===== src/rtl/xfer_pkg.sv =====
// Shared definitions for the core-to-core transfer path: core index width and
// the receiver FSM encoding, also used by the transfer controller.
package xfer_pkg;
  localparam int SRC_W = 2;

  typedef logic [SRC_W-1:0] src_t;

  localparam logic [1:0] ST_IDLE = 2'd0;
  localparam logic [1:0] ST_HOLD = 2'd1;
  localparam logic [1:0] ST_ACK  = 2'd2;
endpackage


===== src/rtl/xfer_fifo.sv =====
// Synchronous FIFO with occupancy count; push is ignored when full, pop when empty.
// Only pointers and count are reset; the storage array is left uninitialised.
module xfer_fifo #(
  parameter int WIDTH = 8,
  parameter int DEPTH = 4
) (
  input  logic                       i_clk,
  input  logic                       i_rst_n,
  input  logic                       i_push,
  input  logic                       i_pop,
  input  logic [WIDTH-1:0]           i_wdata,
  output logic [WIDTH-1:0]           o_rdata,
  output logic                       o_full,
  output logic                       o_empty,
  output logic [$clog2(DEPTH):0]     o_count
);
  localparam int PTR_W = $clog2(DEPTH);
  localparam int CNT_W = PTR_W + 1;

  logic [WIDTH-1:0] r_mem [DEPTH];
  logic [PTR_W-1:0] r_wptr;
  logic [PTR_W-1:0] r_rptr;
  logic [CNT_W-1:0] r_count;
  logic             w_push;
  logic             w_pop;

  assign w_push = i_push && !o_full;
  assign w_pop  = i_pop && !o_empty;

  // Pointers wrap naturally because DEPTH is a power of two.
  always_ff @(posedge i_clk or negedge i_rst_n) begin
    if (!i_rst_n) begin
      r_wptr  <= '0;
      r_rptr  <= '0;
      r_count <= '0;
    end else begin
      if (w_push) r_wptr <= r_wptr + 1'b1;
      if (w_pop)  r_rptr <= r_rptr + 1'b1;
      case ({w_push, w_pop})
        2'b10:   r_count <= r_count + 1'b1;
        2'b01:   r_count <= r_count - 1'b1;
        default: r_count <= r_count;
      endcase
    end
  end

  always_ff @(posedge i_clk) begin
    if (w_push) r_mem[r_wptr] <= i_wdata;
  end

  assign o_rdata = r_mem[r_rptr];
  assign o_full  = (r_count == CNT_W'(DEPTH));
  assign o_empty = (r_count == '0);
  assign o_count = r_count;
endmodule


===== src/rtl/xfer_receiver.sv =====
// Receiving side of a core-to-core transfer: buffers messages, presents the head
// to the target core, and returns a one-cycle completion pulse per consumed message.
module xfer_receiver
  import xfer_pkg::*;
#(
  parameter int DATA_W = 32,
  parameter int ADDR_W = 6,
  parameter int DEPTH  = 4
) (
  input  logic                   clk,
  input  logic                   reset,
  input  logic                   xfer_valid,
  output logic                   xfer_ready,
  input  logic [SRC_W-1:0]       xfer_src,
  input  logic [ADDR_W-1:0]      xfer_addr,
  input  logic [DATA_W-1:0]      xfer_data,
  input  logic [ADDR_W-1:0]      rd_addr,
  input  logic                   rd_pop,
  output logic                   rd_hit,
  output logic [DATA_W-1:0]      rd_data,
  output logic                   msg_pending,
  output logic                   done_valid,
  output logic [SRC_W-1:0]       done_src,
  output logic [$clog2(DEPTH):0] count,
  output logic [1:0]             err
);
  typedef struct packed {
    src_t              src;
    logic [ADDR_W-1:0] addr;
    logic [DATA_W-1:0] data;
  } entry_t;

  logic [1:0] r_state;
  src_t       r_done_src;
  logic [1:0] r_err;
  entry_t     w_head;
  entry_t     w_wentry;
  logic       w_full;
  logic       w_empty;
  logic       w_pop;

  assign w_wentry = '{src: xfer_src, addr: xfer_addr, data: xfer_data};
  assign w_pop    = (r_state == ST_HOLD) && rd_pop;

  xfer_fifo #(
    .WIDTH ($bits(entry_t)),
    .DEPTH (DEPTH)
  ) u_fifo (
    .i_clk   (clk),
    .i_rst_n (reset),
    .i_push  (xfer_valid),
    .i_pop   (w_pop),
    .i_wdata (w_wentry),
    .o_rdata (w_head),
    .o_full  (w_full),
    .o_empty (w_empty),
    .o_count (count)
  );

  always_ff @(posedge clk or negedge reset) begin
    if (!reset) begin
      r_state    <= ST_IDLE;
      r_done_src <= '0;
      r_err      <= '0;
    end else begin
      if (xfer_valid && w_full)         r_err[0] <= 1'b1;
      if (rd_pop && r_state != ST_HOLD) r_err[1] <= 1'b1;
      case (r_state)
        ST_IDLE: if (!w_empty) r_state <= ST_HOLD;
        ST_HOLD: begin
          if (rd_pop) begin
            r_state    <= ST_ACK;
            r_done_src <= w_head.src;
          end
        end
        // Occupancy is sampled after the pop, so a drained FIFO returns to IDLE.
        ST_ACK:  r_state <= w_empty ? ST_IDLE : ST_HOLD;
        default: r_state <= ST_IDLE;
      endcase
    end
  end

  assign xfer_ready  = !w_full;
  assign msg_pending = (r_state == ST_HOLD);
  assign rd_hit      = msg_pending && (w_head.addr == rd_addr);
  assign rd_data     = rd_hit ? w_head.data : '0;
  assign done_valid  = (r_state == ST_ACK);
  assign done_src    = r_done_src;
  assign err         = r_err;
endmodule

===== config.mk =====
export PLATFORM = sky130hd
export DESIGN_NAME = xfer_receiver
export DESIGN_NICKNAME = d
export VERILOG_FILES = /design/src/rtl/xfer_pkg.sv /design/src/rtl/xfer_fifo.sv /design/src/rtl/xfer_receiver.sv
export SDC_FILE = /design/constraint.sdc
export NUM_CORES = 1
export LEC_CHECK = 0
export ABC_AREA = 0
export CAP_MARGIN = 20
export CORE_UTILIZATION = 40
export DETAILED_ROUTE_END_ITERATION = 10
export SYNTH_ARGS = -nofsm -noshare
export SYNTH_HDL_FRONTEND = slang
export SYNTH_HIERARCHICAL = 1
export SYNTH_SLANG_ARGS = --single-unit

===== constraint.sdc =====
create_clock -name clk -period 2.94 [get_ports clk]
set_input_delay 0.441 -clock clk [delete_from_list [all_inputs] [get_ports clk]]
set_output_delay 0.441 -clock clk [all_outputs]
set_load 0.01 [all_outputs]

; Word-level counts from Yosys, hierarchy flattened
; Memory sizes are Yosys's and may differ from the RTL's.
; Cells that the tools add are included.
[totals]
mem_count = 1
reg_bits = 13
elab_cells = 42
out_inout_bits = 43
mem_bits_rw = 160
[memory_table]
columns = name, depth, word_bits, rd, rd_ports_with_merged_regs, write_ports, line
row1 = u_fifo.r_mem, 4, 40, 1, 0, 1, xfer_fifo.sv:20  ; logic [WIDTH-1:0] r_mem [DEPTH];
[op_classes]
n_eq_ne = 9
n_mux = 8
reduce_logical = 13
n_addsub = 4
[ops]
columns = cell, n
row1 = two-way mux 32 bit, 1
row2 = == test 6 bit, 1
row3 = logical AND 1 bit, 6
row4 = one-hot mux 2 bit (3 select lines), 1
row5 = one-hot mux 3 bit (2 select lines), 1
row6 = "adder 2 x 1 -> 2 bit, second input constant", 2
row7 = "== test 2 x 1 -> 1 bit, second input constant", 2
row8 = "== test 2 bit, second input constant", 2
row9 = two-way mux 2 bit, 2
row10 = "!= test 2 bit, second input constant", 2
row11 = AND reduction 2 bit, 2
row12 = "adder 3 x 1 -> 3 bit, second input constant", 1
row13 = "== test 3 bit, second input constant", 1
row14 = zero test 3 bit, 1
row15 = two-way mux 1 bit, 3
row16 = "subtractor 3 x 1 -> 3 bit, second input constant", 1
row17 = zero test 1 bit, 2
row18 = zero test 2 bit, 1
row19 = "!= test 2 x 1 -> 1 bit, second input constant", 1
row20 = nonzero test 2 bit, 1

; Logic depth before layout (Yosys ltp)
[logic_depth]
word_depth = 5
depth_mapped = 10

; By module
; Netlist, hierarchy kept.
[by_module_without_submodules]
columns = module, cells_each, n_inst, area_each_um2
row1 = xfer_fifo, 247, 1, 6249.7
row2 = xfer_receiver, 99, 1, 824.5

; Least setup slack after synthesis
; No wires, ideal clock.
[synth_path]
kind = register -> output
startpoint = register u_fifo.r_rptr[0]
endpoint = output port rd_data[11]
arrival_ns = 1.950
required_time_ns = 2.499
setup_slack_ns = 0.549
path_stages_with_launch = 8
path_cell_list = dfrtp_1 -> buf_6 -> buf_12 -> mux4_2 -> xnor2_1 -> nand4_4 -> buf_6 -> nor3_2
[synth_rtl]
columns = item, line
row1 = start: declaration, xfer_fifo.sv:22  ; logic [PTR_W-1:0] r_rptr;
row2 = start signal: assignment, xfer_fifo.sv:38  ; if (w_pop) r_rptr <= r_rptr + 1'b1;
row3 = end: declaration, xfer_receiver.sv:20  ; output logic [DATA_W-1:0] rd_data,

==> flow_summary.html <==
<table>
<tr><th>Metric</th><th>Value</th></tr>
<tr><th colspan="2">GRT</th></tr>
<tr><td>Tot GR Track Use</td><td>16.5%</td></tr>
<tr><td>Vias in the first global route</td><td>3794</td></tr>
<tr><td>Global-route wire length before repair</td><td>21400 um</td></tr>
<tr><td>Initial antenna violation count</td><td>0</td></tr>
<tr><td>Final global-route overflow total</td><td>0</td></tr>
<tr><td>Pin count of the biggest net entering global routing</td><td>34</td></tr>
<tr><th colspan="2">Setup path</th></tr>
<tr><td>R2R depth</td><td>10</td></tr>
<tr><td>Critical path data arrival time</td><td>2.52 ns</td></tr>
<tr><td>Critical Path Max Stage Delay</td><td>0.51 ns</td></tr>
<tr><td>Crit path buffers/inverters</td><td>4</td></tr>
<tr><td>Total stage count of the critical path</td><td>8</td></tr>
<tr><td>Endpoint of the worst register-to-register path</td><td>u_fifo/o_count[2]</td></tr>
<tr><td>Worst setup path class</td><td>reg -&gt; out</td></tr>
<tr><td>Sort of element at the start of the critical path</td><td>register</td></tr>
<tr><td>Nature of the critical path endpoint</td><td>primary output</td></tr>
<tr><td>Top delay family on crit path</td><td>buffers and inverters</td></tr>
<tr><td>Critical path endpoint</td><td>rd_data[2]</td></tr>
<tr><td>Cell seen most often among critical-path stages</td><td>sky130_fd_sc_hd__buf_12</td></tr>
<tr><td>Maximum fanout along the worst path</td><td>7</td></tr>
<tr><td>Slowest cell on the critical path</td><td>sky130_fd_sc_hd__dfrtp_4</td></tr>
<tr><td>Critical path, cell by cell</td><td>buf_12 &gt; mux4_2 &gt; xnor2_2 &gt; nand4_4 &gt; buf_12 &gt; buf_12 &gt; nor3_2 &gt; buf_2</td></tr>
<tr><td>FF-to-FF Start</td><td>r_state[1]</td></tr>
<tr><td>Source of the critical timing path</td><td>u_fifo/r_rptr[0]</td></tr>
<tr><td>Worst reg2reg setup slack</td><td>0.67 ns</td></tr>
<tr><td>Worst Path Required</td><td>2.50 ns</td></tr>
<tr><th colspan="2">Finish</th></tr>
<tr><td>Layout net count</td><td>532</td></tr>
<tr><td>Most frequent standard cell in the layout excluding fill and tap cells</td><td>sky130_fd_sc_hd__edfxtp_1</td></tr>
<tr><td>Final core occ</td><td>53.0%</td></tr>
<tr><td>Antenna Cells</td><td>0</td></tr>
<tr><td>Layout-stage area growth over the synthesis result</td><td>29.5%</td></tr>
<tr><td>Ratio of cells with drive above 1 in the final layout</td><td>39.3%</td></tr>
<tr><td>Final std cell area, no fill</td><td>0.00916 sq mm</td></tr>
<tr><td>Most used cells in the layout excluding fill and tap cells</td><td>160 x sky130_fd_sc_hd__edfxtp_1, 59 x sky130_fd_sc_hd__clkdlybuf4s50_1, 40 x sky130_fd_sc_hd__mux4_2</td></tr>
<tr><th colspan="2">STA</th></tr>
<tr><td>Hold violation count in the final report</td><td>0</td></tr>
<tr><td>Number of max-slew violations in the final report</td><td>0</td></tr>
<tr><td>Final clock period utilization by the worst path</td><td>101%</td></tr>
<tr><td>RSZ-0062 raised after global routing</td><td>yes</td></tr>
<tr><td>Worst path setup slack after routing</td><td>-0.0171 ns</td></tr>
<tr><td>Final setup violation count</td><td>2</td></tr>
<tr><td>Normalized max-slew margin</td><td>59.4%</td></tr>
<tr><td>Slew at the pin closest to its max-slew limit</td><td>0.607 ns</td></tr>
<tr><td>Highest Clock Rate</td><td>338 MHz</td></tr>
<tr><td>Period minus WS final</td><td>2.96 ns</td></tr>
<tr><td>Skew final</td><td>0.00609 ns</td></tr>
<tr><td>Final-layout setup total negative slack</td><td>-0.0216 ns</td></tr>
<tr><th colspan="2">Synth</th></tr>
<tr><td>Top FF cell, synth</td><td>sky130_fd_sc_hd__edfxtp_1</td></tr>
<tr><td>Post-synthesis async set-or-reset flop share</td><td>7.51%</td></tr>
<tr><td>Number of flops mapped to enable cells by yosys</td><td>160</td></tr>
<tr><td>Number of nets in the synthesized netlist</td><td>402</td></tr>
<tr><td>Yosys warning total</td><td>6</td></tr>
<tr><td>Synth Instances</td><td>346</td></tr>
<tr><td>Synth unique cells</td><td>32</td></tr>
<tr><td>Number of synthesized register bits</td><td>173</td></tr>
<tr><td>Mean instance size in the synthesized netlist</td><td>20.4 sq um</td></tr>
<tr><td>Post-synthesis instance area</td><td>0.00707 sq mm</td></tr>
<tr><td>Share of the yosys chip area belonging to registers</td><td>72.5%</td></tr>
<tr><th colspan="2">Detailed routing</th></tr>
<tr><td>Final antenna-violating net count</td><td>0</td></tr>
<tr><td>Routed via count divided by cell count</td><td>5.02</td></tr>
<tr><td>1st-pass router iterations</td><td>4</td></tr>
<tr><td>M1 wire length</td><td>5870 um</td></tr>
<tr><td>Total length of routed met2 wires</td><td>7390 um</td></tr>
<tr><td>Vias post-DR</td><td>3581</td></tr>
<tr><td>Routed length on met3</td><td>501 um</td></tr>
<tr><td>DRC violations left</td><td>0</td></tr>
<tr><td>Uppermost layer routed</td><td>met4</td></tr>
<tr><td>Average detailed-routed wire length per instance</td><td>19.5 um</td></tr>
<tr><td>Iter 0 DRT Violations</td><td>201</td></tr>
<tr><td>Routed WL</td><td>13900 um</td></tr>
<tr><th colspan="2">Clocking</th></tr>
<tr><td>Clock transition at path regs</td><td>0.06 ns</td></tr>
<tr><td>Number of buffers created by CTS</td><td>17</td></tr>
<tr><td>Hold-fix buffers, CTS</td><td>0</td></tr>
<tr><td>Total clock sinks</td><td>173</td></tr>
<tr><td>Clock Latency Late Sink</td><td>0.42 ns</td></tr>
<tr><td>Cell chosen for the clock root</td><td>sky130_fd_sc_hd__clkbuf_16</td></tr>
<tr><td>Clock tree from TritonCTS</td><td>done</td></tr>
<tr><td>Worst-case clock buffer depth</td><td>2</td></tr>
<tr><td>Maximum level of the CTS H-tree</td><td>4</td></tr>
<tr><th colspan="2">Power</th></tr>
<tr><td>Maximum VDD drop</td><td>563 uV</td></tr>
<tr><td>Power, Total</td><td>9070 uW</td></tr>
<tr><td>Leak Pwr</td><td>0.00326 uW</td></tr>
<tr><td>Power per unit of standard cell area</td><td>990 mW/mm^2</td></tr>
<tr><th colspan="2">Place</th></tr>
<tr><td>RePlAce Congestion</td><td>0.685</td></tr>
<tr><td>Post-detailed-placement cell area</td><td>0.00839 sq mm</td></tr>
<tr><td>Total of buffers placed on input and output ports</td><td>92</td></tr>
<tr><td>Final HPWL from detailed placement</td><td>8600 um</td></tr>
<tr><th colspan="2">Min path</th></tr>
<tr><td>Class of the most critical hold timing path</td><td>in -&gt; async</td></tr>
<tr><th colspan="2">Status</th></tr>
<tr><td>Result of the run</td><td>finished, violations left</td></tr>
<tr><td>Failing checks</td><td>negative setup slack</td></tr>
<tr><th colspan="2">Floorplanning</th></tr>
<tr><td>Io pins</td><td>93</td></tr>
<tr><td>Width of the chip</td><td>135 um</td></tr>
<tr><td>Floorplan die height</td><td>135 um</td></tr>
<tr><td>Initial Util</td><td>40.9%</td></tr>
<tr><td>Area of the core region</td><td>0.0173 sq mm</td></tr>
<tr><td>Count of standard-cell rows</td><td>48</td></tr>
<tr><td>Overall die area</td><td>0.0182 sq mm</td></tr>
<tr><th colspan="2">Job</th></tr>
<tr><td>Number of maximum-capacitance violations</td><td>0</td></tr>
</table>
==> where the power goes <==
part	internal [uW]	switching, uW
registers	3270	183
logic	1610	1720
clock network	1410	877
total	6290	2780
==> per-stage QoR <==
stage / setup WS [ns] / hold WS (ns) / instances
floorplan: 0.549 / 0.145 / 346
global placement: -0.0134 / 0.440 / 668
detailed placement: -0.0370 / 0.443 / 668
CTS: -0.109 / 0.415 / 708
global route: -0.112 / 0.429 / 713
finish: -0.0171 / 0.406 / 713
==> area by class of cell <==
| cell class | instances | area (sq um) |
|---|---|---|
| fillers | 1415 | 8130 |
| flip-flops and latches | 173 | 5130 |
| multi-input cells | 146 | 1880 |
| repair buffers | 130 | 1240 |
| clock buffers | 19 | 433 |
| well taps | 225 | 282 |
| clock inverters | 12 | 170 |
| inverters | 8 | 30.0 |
==> repair_timing <==
item,CTS,global route
hold endpoints to repair,0,0
setup buffers,9,3
endpoints found under the setup margin,33,33
gates resized for setup,137,26
pin swaps,5,5
gates cloned,0,3
==> cell usage after synthesis (2+ instances only) <==
| cell type | n | area, sq um |
|---|---|---|
| sky130_fd_sc_hd__a21o_1 | 2 | 15.0 |
| sky130_fd_sc_hd__and2_1 | 6 | 37.5 |
| sky130_fd_sc_hd__buf_12 | 4 | 80.1 |
| sky130_fd_sc_hd__buf_2 | 9 | 45.0 |
| sky130_fd_sc_hd__buf_6 | 4 | 45.0 |
| sky130_fd_sc_hd__clkbuf_1 | 2 | 7.51 |
| sky130_fd_sc_hd__dfrtp_1 | 13 | 325 |
| sky130_fd_sc_hd__edfxtp_1 | 160 | 4800 |
| sky130_fd_sc_hd__ha_1 | 5 | 62.6 |
| sky130_fd_sc_hd__inv_1 | 7 | 26.3 |
| sky130_fd_sc_hd__mux2_2 | 3 | 33.8 |
| sky130_fd_sc_hd__mux4_1 | 2 | 52.6 |
| sky130_fd_sc_hd__mux4_2 | 38 | 856 |
| sky130_fd_sc_hd__nand2_1 | 34 | 128 |
| sky130_fd_sc_hd__nor3_1 | 3 | 15.0 |
| sky130_fd_sc_hd__nor3_2 | 28 | 280 |
| sky130_fd_sc_hd__nor3_4 | 2 | 32.5 |
| sky130_fd_sc_hd__xnor2_1 | 8 | 70.1 |
| sky130_fd_sc_hd__xor2_1 | 3 | 26.3 |
==> per-layer routing <==
layer	GRT usage (%)	vias up
li1	-	1626
met1	21.1	1859
met2	27.3	83
met3	3.94	13
met4	6.37	0
met5	0	-
==> worst min-delay path by stage <==
stage | startpoint | to | slack, ns | cells after the start
CTS | reset | err[0] | 0.42 | 1
global placement | err[0] | err[0] | 0.44 | 1
finish | reset | err[0] | 0.41 | 1
floorplan | reset | done_src[0] | 0.15 | 0
detailed placement | err[0] | err[0] | 0.44 | 1
global route | reset | err[0] | 0.43 | 1
==> flip-flops by register name (all words and copies together) (netlist names) <==
register and count:
u_fifo/r_mem 160, err 2, u_fifo/r_rptr 2, r_state 2, u_fifo/o_count 3, done_src 2, u_fifo/r_wptr 2
==> cell families after synthesis <==
logic type / synth area share, %
flip-flops: 72.5
AND/OR/NAND/NOR: 7.91
multiplexers: 13.5
buffers and inverters: 2.94
AO/OA/AOI/OAI: 0.424
XOR/XNOR: 1.59
adder cells (fa/ha/maj): 1.17
==> worst reg2reg max path, delay by kind of cell, from the launching register on <==
family / cells / cell delay (ns)
adder cells (fa/ha/maj): 2 / 0.57
AO/OA/AOI/OAI: 1 / 0.24
flip-flops: 1 / 0.36
AND/OR/NAND/NOR: 3 / 0.52
buffers and inverters: 2 / 0.20
XOR/XNOR: 2 / 0.30
Note: power is estimated with default switching activity, not from simulation.
